$ cat src/rtl/f2i_pkg.sv
// Shared constants, types and helpers for the float32 -> integer converter.
package f2i_pkg;

    // Rounding mode encodings carried alongside each sample.
    localparam logic [1:0] RND_TRUNC = 2'b00;
    localparam logic [1:0] RND_HAWAY = 2'b01;
    localparam logic [1:0] RND_RNE   = 2'b10;

    // IEEE-754 single-precision field constants.
    localparam int         FP_BIAS    = 127;
    localparam int         FP_MANT_W  = 23;
    localparam int         FP_EXP_W   = 8;
    localparam logic [7:0] FP_EXP_MAX = 8'hFF;

    // Width of the unbiased exponent (exp - bias spans -127..128).
    localparam int EXP_UNB_W = 10;

    // Input classification. Denormals fold into CLS_ZERO: they always produce 0.
    typedef enum logic [1:0] {
        CLS_ZERO,
        CLS_NORM,
        CLS_INF,
        CLS_NAN
    } cls_e;

    // Unpacked sample as held between S1 and S2.
    typedef struct packed {
        logic                 sign;
        logic [EXP_UNB_W-1:0] e;
        logic [FP_MANT_W-1:0] mant;
        cls_e                 cls;
        logic [1:0]           rnd;
    } s1_t;

    // Classify a float from its raw exponent and mantissa fields.
    function automatic cls_e classify(input logic [FP_EXP_W-1:0]  exp_f,
                                      input logic [FP_MANT_W-1:0] mant_f);
        cls_e c;
        if (exp_f == '0) begin
            c = CLS_ZERO;
        end else if (exp_f == FP_EXP_MAX) begin
            c = (mant_f == '0) ? CLS_INF : CLS_NAN;
        end else begin
            c = CLS_NORM;
        end
        return c;
    endfunction

endpackage

$ cat src/rtl/f2i_round_shift.sv
// S2 combinational aligner and rounder for the float32 -> integer converter.
// Produces the rounded magnitude in an (OUT_WIDTH+1)-bit field so that a
// rounding carry past 2^OUT_WIDTH-1 remains visible to the saturation stage.
// Optional macro F2I_RNE_EN: when defined, mode 2'b10 rounds to nearest with
// ties to even; otherwise mode 2'b10 behaves as round half away from zero.
module f2i_round_shift
    import f2i_pkg::*;
#(
    parameter int OUT_WIDTH = 32
) (
    input  logic [FP_MANT_W:0]          sig_i,       // {hidden bit, mantissa}
    input  logic signed [EXP_UNB_W-1:0] e_i,         // unbiased exponent
    input  logic [1:0]                  rnd_i,
    output logic [OUT_WIDTH:0]          mag_o,
    output logic                        inexact_o,
    output logic                        ovf_pend_o
);

    // Fixed-point field: OUT_WIDTH+1 integer bits above a 24-bit fraction.
    // Placing sig at shift E+1 makes bit 23 the guard (weight 1/2).
    localparam int FIELD_W = OUT_WIDTH + FP_MANT_W + 2;

    logic               tiny;
    logic               ovf_pend;
    logic [6:0]         sh;
    logic [FIELD_W-1:0] field;
    logic [OUT_WIDTH:0] int_part;
    logic               guard;
    logic               sticky;
    logic               inc;

    // |x| < 0.5: every significand bit lies below the guard position.
    assign tiny     = (e_i < -10'sd1);
    // |x| >= 2^OUT_WIDTH never fits, whatever the signedness.
    assign ovf_pend = (e_i >= $signed(EXP_UNB_W'(OUT_WIDTH)));
    // Only meaningful when -1 <= E < OUT_WIDTH, i.e. 0..OUT_WIDTH.
    assign sh       = 7'(e_i + 10'sd1);

    // Align the significand into the fixed-point field.
    always_comb begin
        // NOTE: every signal written in always_comb gets a default first so no latch is inferred.
        field = '0;
        if (!tiny && !ovf_pend) begin
            field = {{(OUT_WIDTH + 1){1'b0}}, sig_i} << sh;
        end
    end

    assign int_part = field[FIELD_W-1:FP_MANT_W+1];
    assign guard    = field[FP_MANT_W];
    assign sticky   = (|field[FP_MANT_W-1:0]) | tiny;

`ifdef F2I_RNE_EN
    // Round-up decision, including ties-to-even for mode 2'b10.
    always_comb begin
        inc = 1'b0;
        case (rnd_i)
            RND_TRUNC: inc = 1'b0;
            RND_RNE:   inc = guard & (sticky | int_part[0]);
            default:   inc = guard;
        endcase
    end
`else
    // Round-up decision: every non-truncating mode rounds half away from zero.
    always_comb begin
        inc = 1'b0;
        if (rnd_i != RND_TRUNC) begin
            inc = guard;
        end
    end
`endif

    // int_part < 2^OUT_WIDTH here, so the increment cannot wrap the field.
    assign mag_o      = int_part + {{OUT_WIDTH{1'b0}}, inc};
    assign inexact_o  = guard | sticky;
    assign ovf_pend_o = ovf_pend;

endmodule

$ cat src/rtl/float32_to_int_conv.sv
// IEEE-754 single-precision to signed/unsigned integer converter with a
// 3-stage valid/ready pipeline: S1 unpack, S2 align/round, S3 sign/saturate.
// A single advance enable moves all stages together; when the output is
// stalled every stage holds, so results and flags stay stable.
// Optional macro F2I_RNE_EN enables round-to-nearest-even for mode 2'b10.
module float32_to_int_conv
    import f2i_pkg::*;
#(
    parameter int OUT_WIDTH  = 32,   // 8..64
    parameter int SIGNED_OUT = 0     // 0: unsigned, 1: two's complement
) (
    input  logic                 aclk,
    input  logic                 rst_n,
    input  logic                 s_valid,
    output logic                 s_ready,
    input  logic [31:0]          s_data,
    input  logic [1:0]           s_rnd_mode,
    output logic                 m_valid,
    input  logic                 m_ready,
    output logic [OUT_WIDTH-1:0] m_data,
    output logic                 m_ovf,
    output logic                 m_nan,
    output logic                 m_inexact
);

    // Saturation limits, expressed as W-bit results and (W+1)-bit magnitudes.
    localparam logic [OUT_WIDTH-1:0] UMAX     = '1;
    localparam logic [OUT_WIDTH-1:0] SMAX     = {1'b0, {(OUT_WIDTH - 1){1'b1}}};
    localparam logic [OUT_WIDTH-1:0] SMIN     = {1'b1, {(OUT_WIDTH - 1){1'b0}}};
    localparam logic [OUT_WIDTH:0]   SMAX_MAG = {2'b00, {(OUT_WIDTH - 1){1'b1}}};
    localparam logic [OUT_WIDTH:0]   SMIN_MAG = {2'b01, {(OUT_WIDTH - 1){1'b0}}};

    logic en;

    // S1 state
    s1_t  s1_d, s1_q;
    logic s1_valid_q;

    // S2 state
    logic               s2_valid_q;
    logic               s2_sign_d, s2_sign_q;
    cls_e               s2_cls_d, s2_cls_q;
    logic [OUT_WIDTH:0] s2_mag_d, s2_mag_q;
    logic               s2_ovf_pend_d, s2_ovf_pend_q;
    logic               s2_inexact_d, s2_inexact_q;

    // S3 state (drives the outputs directly)
    logic                 s3_valid_q;
    logic [OUT_WIDTH-1:0] s3_data_d, s3_data_q;
    logic                 s3_ovf_d, s3_ovf_q;
    logic                 s3_nan_d, s3_nan_q;
    logic                 s3_inexact_d, s3_inexact_q;

    // Round/shift results
    logic [OUT_WIDTH:0] rs_mag;
    logic               rs_inexact;
    logic               rs_ovf_pend;

    // Whole pipeline advances unless a valid result is waiting on downstream.
    assign en      = !s3_valid_q || m_ready;
    assign s_ready = en;

    // ---------------------------------------------------------------- S1
    // Unpack the float and classify it; the rounding mode travels with it.
    always_comb begin
        s1_d      = '0;
        s1_d.sign = s_data[31];
        s1_d.e    = {2'b00, s_data[30:23]} - EXP_UNB_W'(FP_BIAS);
        s1_d.mant = s_data[FP_MANT_W-1:0];
        s1_d.cls  = classify(s_data[30:23], s_data[FP_MANT_W-1:0]);
        s1_d.rnd  = s_rnd_mode;
    end

    // S1 register: captures a sample on every advance (bubble if !s_valid).
    always_ff @(posedge aclk or negedge rst_n) begin
        // NOTE: sequential state uses non-blocking assignments so all stages update from pre-edge values.
        if (!rst_n) begin
            s1_valid_q <= 1'b0;
            s1_q       <= '0;
        end else if (en) begin
            s1_valid_q <= s_valid;
            s1_q       <= s1_d;
        end
    end

    // ---------------------------------------------------------------- S2
    f2i_round_shift #(
        .OUT_WIDTH (OUT_WIDTH)
    ) u_round_shift (
        .sig_i      ({1'b1, s1_q.mant}),
        .e_i        ($signed(s1_q.e)),
        .rnd_i      (s1_q.rnd),
        .mag_o      (rs_mag),
        .inexact_o  (rs_inexact),
        .ovf_pend_o (rs_ovf_pend)
    );

    // Select the rounded magnitude only for normals; zero/denormal, Inf and NaN bypass.
    always_comb begin
        s2_sign_d     = s1_q.sign;
        s2_cls_d      = s1_q.cls;
        s2_mag_d      = '0;
        s2_ovf_pend_d = 1'b0;
        s2_inexact_d  = 1'b0;
        case (s1_q.cls)
            CLS_NORM: begin
                s2_mag_d      = rs_mag;
                s2_ovf_pend_d = rs_ovf_pend;
                s2_inexact_d  = rs_inexact;
            end
            CLS_ZERO: s2_inexact_d = |s1_q.mant;   // denormal: all bits discarded
            default:  ;
        endcase
    end

    // S2 register.
    always_ff @(posedge aclk or negedge rst_n) begin
        // NOTE: datapath registers are reset too, so no X can reach the outputs after a mid-stream reset.
        if (!rst_n) begin
            s2_valid_q    <= 1'b0;
            s2_sign_q     <= 1'b0;
            s2_cls_q      <= CLS_ZERO;
            s2_mag_q      <= '0;
            s2_ovf_pend_q <= 1'b0;
            s2_inexact_q  <= 1'b0;
        end else if (en) begin
            s2_valid_q    <= s1_valid_q;
            s2_sign_q     <= s2_sign_d;
            s2_cls_q      <= s2_cls_d;
            s2_mag_q      <= s2_mag_d;
            s2_ovf_pend_q <= s2_ovf_pend_d;
            s2_inexact_q  <= s2_inexact_d;
        end
    end

    // ---------------------------------------------------------------- S3
    // Apply sign and saturate to the output range; any clamp is also inexact.
    always_comb begin
        s3_data_d = '0;
        s3_ovf_d  = 1'b0;
        s3_nan_d  = 1'b0;
        case (s2_cls_q)
            CLS_NAN: s3_nan_d = 1'b1;
            CLS_INF: begin
                s3_ovf_d = 1'b1;
                if (SIGNED_OUT != 0) begin
                    s3_data_d = s2_sign_q ? SMIN : SMAX;
                end else begin
                    s3_data_d = s2_sign_q ? '0 : UMAX;
                end
            end
            CLS_NORM: begin
                if (SIGNED_OUT != 0) begin
                    if (!s2_sign_q) begin
                        if (s2_ovf_pend_q || (s2_mag_q > SMAX_MAG)) begin
                            s3_data_d = SMAX;
                            s3_ovf_d  = 1'b1;
                        end else begin
                            s3_data_d = s2_mag_q[OUT_WIDTH-1:0];
                        end
                    end else begin
                        if (s2_ovf_pend_q || (s2_mag_q > SMIN_MAG)) begin
                            s3_data_d = SMIN;
                            s3_ovf_d  = 1'b1;
                        end else begin
                            s3_data_d = '0 - s2_mag_q[OUT_WIDTH-1:0];
                        end
                    end
                end else begin
                    if (s2_sign_q) begin
                        // Negative values clamp to 0; only a nonzero magnitude is an overflow.
                        s3_ovf_d = s2_ovf_pend_q || (s2_mag_q != '0);
                    end else if (s2_ovf_pend_q || s2_mag_q[OUT_WIDTH]) begin
                        s3_data_d = UMAX;
                        s3_ovf_d  = 1'b1;
                    end else begin
                        s3_data_d = s2_mag_q[OUT_WIDTH-1:0];
                    end
                end
            end
            default: ;   // CLS_ZERO: result 0, inexact carried from S2
        endcase
        // NaN reports only m_nan; everything else is inexact if bits were dropped or clamped.
        s3_inexact_d = (s2_cls_q != CLS_NAN) && (s2_inexact_q || s3_ovf_d);
    end

    // S3 register: holds the presented result while downstream stalls.
    always_ff @(posedge aclk or negedge rst_n) begin
        if (!rst_n) begin
            s3_valid_q   <= 1'b0;
            s3_data_q    <= '0;
            s3_ovf_q     <= 1'b0;
            s3_nan_q     <= 1'b0;
            s3_inexact_q <= 1'b0;
        end else if (en) begin
            s3_valid_q   <= s2_valid_q;
            s3_data_q    <= s3_data_d;
            s3_ovf_q     <= s3_ovf_d;
            s3_nan_q     <= s3_nan_d;
            s3_inexact_q <= s3_inexact_d;
        end
    end

    assign m_valid   = s3_valid_q;
    assign m_data    = s3_data_q;
    assign m_ovf     = s3_ovf_q;
    assign m_nan     = s3_nan_q;
    assign m_inexact = s3_inexact_q;

endmodule

$ cat config.mk
export PLATFORM = sky130hd
export DESIGN_NAME = float32_to_int_conv
export DESIGN_NICKNAME = d
export VERILOG_FILES = /design/src/rtl/f2i_pkg.sv /design/src/rtl/f2i_round_shift.sv /design/src/rtl/float32_to_int_conv.sv
export SDC_FILE = /design/constraint.sdc
export NUM_CORES = 1
export LEC_CHECK = 0
export ABC_AREA = 1
export CORE_UTILIZATION = 63
export CTS_CLUSTER_SIZE = 24
export DETAILED_ROUTE_END_ITERATION = 16
export PLACE_DENSITY = 0.87
export SYNTH_ARGS = -nofsm -noshare
export SYNTH_HDL_FRONTEND = slang
export SYNTH_SLANG_ARGS = --single-unit
$ cat constraint.sdc
create_clock -name aclk -period 9.5 [get_ports aclk]
set_clock_uncertainty 0.05 [all_clocks]
set_input_delay 1.9 -clock aclk [delete_from_list [all_inputs] [get_ports aclk]]
set_output_delay 1.9 -clock aclk [all_outputs]
set_load 0.01 [all_outputs]
==> flow_summary.toml <==
[outcome]
outcome = "finished, final reports clean"

[power_and_ir_drop]
p_switching_mw = 1.35
power_frac_seq_pct = 24.8
power.density_mw_per_mm2 = 303
switching_share_pct = 46.6
power_frac_clock_pct = 25.4
comb_power_share_pct = 49.8
p_int_mw = 1.54
power_leakage_nw = 4.56
ir_drop_uv = 332

[floorplanning]
die_h_um = 116
rows = 41
die-width_um = 116
dieArea_mm2 = 0.0134
pin_count = 75
start_util_pct = 64.5
core_area_mm2 = 0.0126

[clock_tree]
cts_made_buffers = 17
clkTransAtPathRegs_ns = 0.06
cts_buffer_depth = 2
clk_latency_ns = 0.44
cts_tree = "yes"
hold_buffers = 0
cts_resized = 0
clock-root-buffer = "clkbuf_16"
postCtsSetupBuffers = 0
cts_sinks = 113
cts_max_level = 4

[yosys]
netlist_top_cells_area = "dfrtp_1 35%, nand2_1 18%, nand3_1 12%, inv_1 5.7%, o21ai_0 5.1%"
syn_area_mm2 = 0.00814
synth_top_cell_area_share_pct = 34.7
synth_edf_count = 0
ys.flop_type = "dfrtp_1"
yosys_warnings = 0
synth_cell_types = 43
ys_ff_latch = 113
syn_inst = 1248
yosysSeqAreaShare_pct = 34.7
synth.largest_area_cell = "dfrtp_1"
syn-mean-instance-area_um2 = 6.53
synth_nets = 1296
async_flop_share_pct = 100

[route]
drt-total-wl_mm = 26.0
drcViolationCount = 0
wl_met1_mm = 10.3
wl_per_cell_um = 17.6
route.met2.wl_mm = 12.0
dr.pass1.iters = 6
initialDrtViolationCount = 1210
viasPerCell = 6.11
dr_wl_met3_mm = 2.59
top_layer_used = "met4"
vias = 8997
antenna_left = 0

[final_layout]
diodes = 0
multi_input_area_mm2 = 0.00453
drive_gt1_share_pct = 8.30
nNetsFinal = 1336
layout.area.seq_mm2 = 0.00283
final_common_cell = "nand2_1"
final_cell_mix = "388 x nand2_1, 203 x nand3_1, 122 x inv_1"
n_fill_cell = 999
area_growth_pct = 17.3

[grt]
grt_pass1_wl_mm = 41.9
grt_max_degree = 86
grt_pass1_vias = 8263
antenna_found_initial = 0
track_usage_pct = 41.1
grt.overflow.total = 0

[sta]
setup_violations = 0
totalNegativeSetupSlack_ns = 0
holdWs_ns = 0.429
final-hold-violation-count = 0
min_period_ns = 5.22
max_freq_ghz = 0.192
rsz0062_at_grt = "no"
worst_slew_pin_slew_ns = 0.957
finalMaxSlewViolations = 0
max-slew-margin-rel_pct = 36.1
period_share_pct = 54.9

[setup_path]
critPathLaunchType = "flop"
cp.arrival_ns = 5.44
crit_type = "flop to flop"
worstPathRequired_ns = 9.73
critPathMaxFanout = 31
end_kind = "flop"

[placed_design]
dpl.hpwl_mm = 17.9
place_congestion = 1.04
port_buffers = 74

[flow_run]
drv_cap = 0

[min_path]
hold_class = "flop to flop"
-- synthesized netlist by cell type (2+ instances only) --
| cell type | number |
|---|---|
| nand3_1 | 203 |
| a31oi_1 | 2 |
| nand3_2 | 6 |
| nor2_1 | 62 |
| nand2_4 | 5 |
| nor2_4 | 4 |
| inv_1 | 123 |
| nor3_2 | 2 |
| o21ai_0 | 83 |
| nand2_1 | 388 |
| dfrtp_1 | 113 |
| and2_1 | 2 |
| nand2_2 | 13 |
| nor4_1 | 19 |
| nor3_1 | 8 |
| buf_2 | 22 |
| nand4_1 | 25 |
| a22oi_1 | 3 |
| o22ai_1 | 13 |
| ha_1 | 10 |
| buf_6 | 5 |
| nor2_2 | 18 |
| clkbuf_1 | 24 |
| o21ai_1 | 9 |
| inv_2 | 6 |
| buf_1 | 8 |
| a21oi_1 | 50 |
| buf_4 | 5 |
| o31ai_1 | 3 |
-- metrics by stage --
stage	std cells	setup slack [ns]	instance area (um^2)	power, mW	utilization [%]
floorplan	1248	4.91	8140	1.66	-
global placement	1441	4.53	8870	2.07	70.3
detailed placement	1441	4.44	8870	2.09	70.3
CTS	1473	4.42	9540	2.85	75.6
global route	1473	3.79	9550	3.07	75.7
finish	1473	4.28	9550	2.89	75.7
-- power by group through the flow --
stage / Combinational (mW) / Clock, mW / Sequential, mW
after floorplan: 0.942 / 0 / 0.715
after global placement: 1.36 / 0 / 0.709
after detailed placement: 1.38 / 0 / 0.715
after CTS: 1.40 / 0.730 / 0.713
after global routing: 1.59 / 0.753 / 0.732
final: 1.44 / 0.734 / 0.718
-- worst paths after layout --
kind	start	endpoint	slack, ns	cells past startpoint
worst max-delay path	s1_q[27]	s2_mag_q[16]	4.28	19
worst min register to register	s2_valid_q	m_valid	0.43	2
max in group asynchronous	rst_n	s2_mag_q[15]	6.72	2
min in group asynchronous	rst_n	s1_q[9]	1.45	1
worst min-delay path	s2_valid_q	m_valid	0.43	2
worst max register to register	s1_q[27]	s2_mag_q[16]	4.28	19
-- metal layers --
layer,vias to the layer above,GRT usage (%)
met4,0,20.4
met1,4171,53.1
li1,4207,-
met2,528,64.4
met5,-,0
met3,91,10.4
-- critical path: stages (launching register included) --
cell and delay [ns]:
dfrtp_1 0.93, inv_2 0.38, ha_1 0.95, inv_2 0.39
nand3_1 0.23, nand3_1 0.11, nand3_1 0.14, nand3_1 0.09
nand2_1 0.11, inv_1 0.07, a211oi_1 0.23, ha_1 0.22
ha_1 0.17, nand4_1 0.18, nor2_2 0.26, nand2_4 0.12
nor2_4 0.18, nand3_1 0.10, nand2_1 0.07, o22ai_1 0.08
-- cell families (layout without fill, tap and decap cells) --
logic type / Yosys count / count (layout) / share of synthesized area [%]
flops: 113 / 113 / 34.7
fa+ha+maj: 10 / 10 / 1.54
compound gates: 172 / 172 / 11.4
simple gates: 759 / 759 / 42.4
buf+inv: 194 / 247 / 9.97
-- registers in the layout, indices dropped and copies added, names as in the netlist --
| name | flops |
|---|---|
| s1_q | 34 |
| s2_mag_q | 33 |
| m_data | 32 |
| s2_cls_d | 2 |
| s2_cls_q | 2 |
| m_inexact | 1 |
| m_nan | 1 |
| m_ovf | 1 |
| m_valid | 1 |
| s1_valid_q | 1 |
| s2_inexact_q | 1 |
| s2_ovf_pend_q | 1 |
| s2_sign_d | 1 |
| s2_sign_q | 1 |
| s2_valid_q | 1 |
-- final cells by class --
type                            count  area share (%)
Sequential cell                   113            29.6
Clock buffer                       18            4.60
Inverter                          130            5.11
Timing Repair Buffer               85            8.59
Multi-Input combinational cell    941            47.5
Clock inverter                     14            2.37
Tap cell                          172            2.25
(Power assumes the default switching activity.)
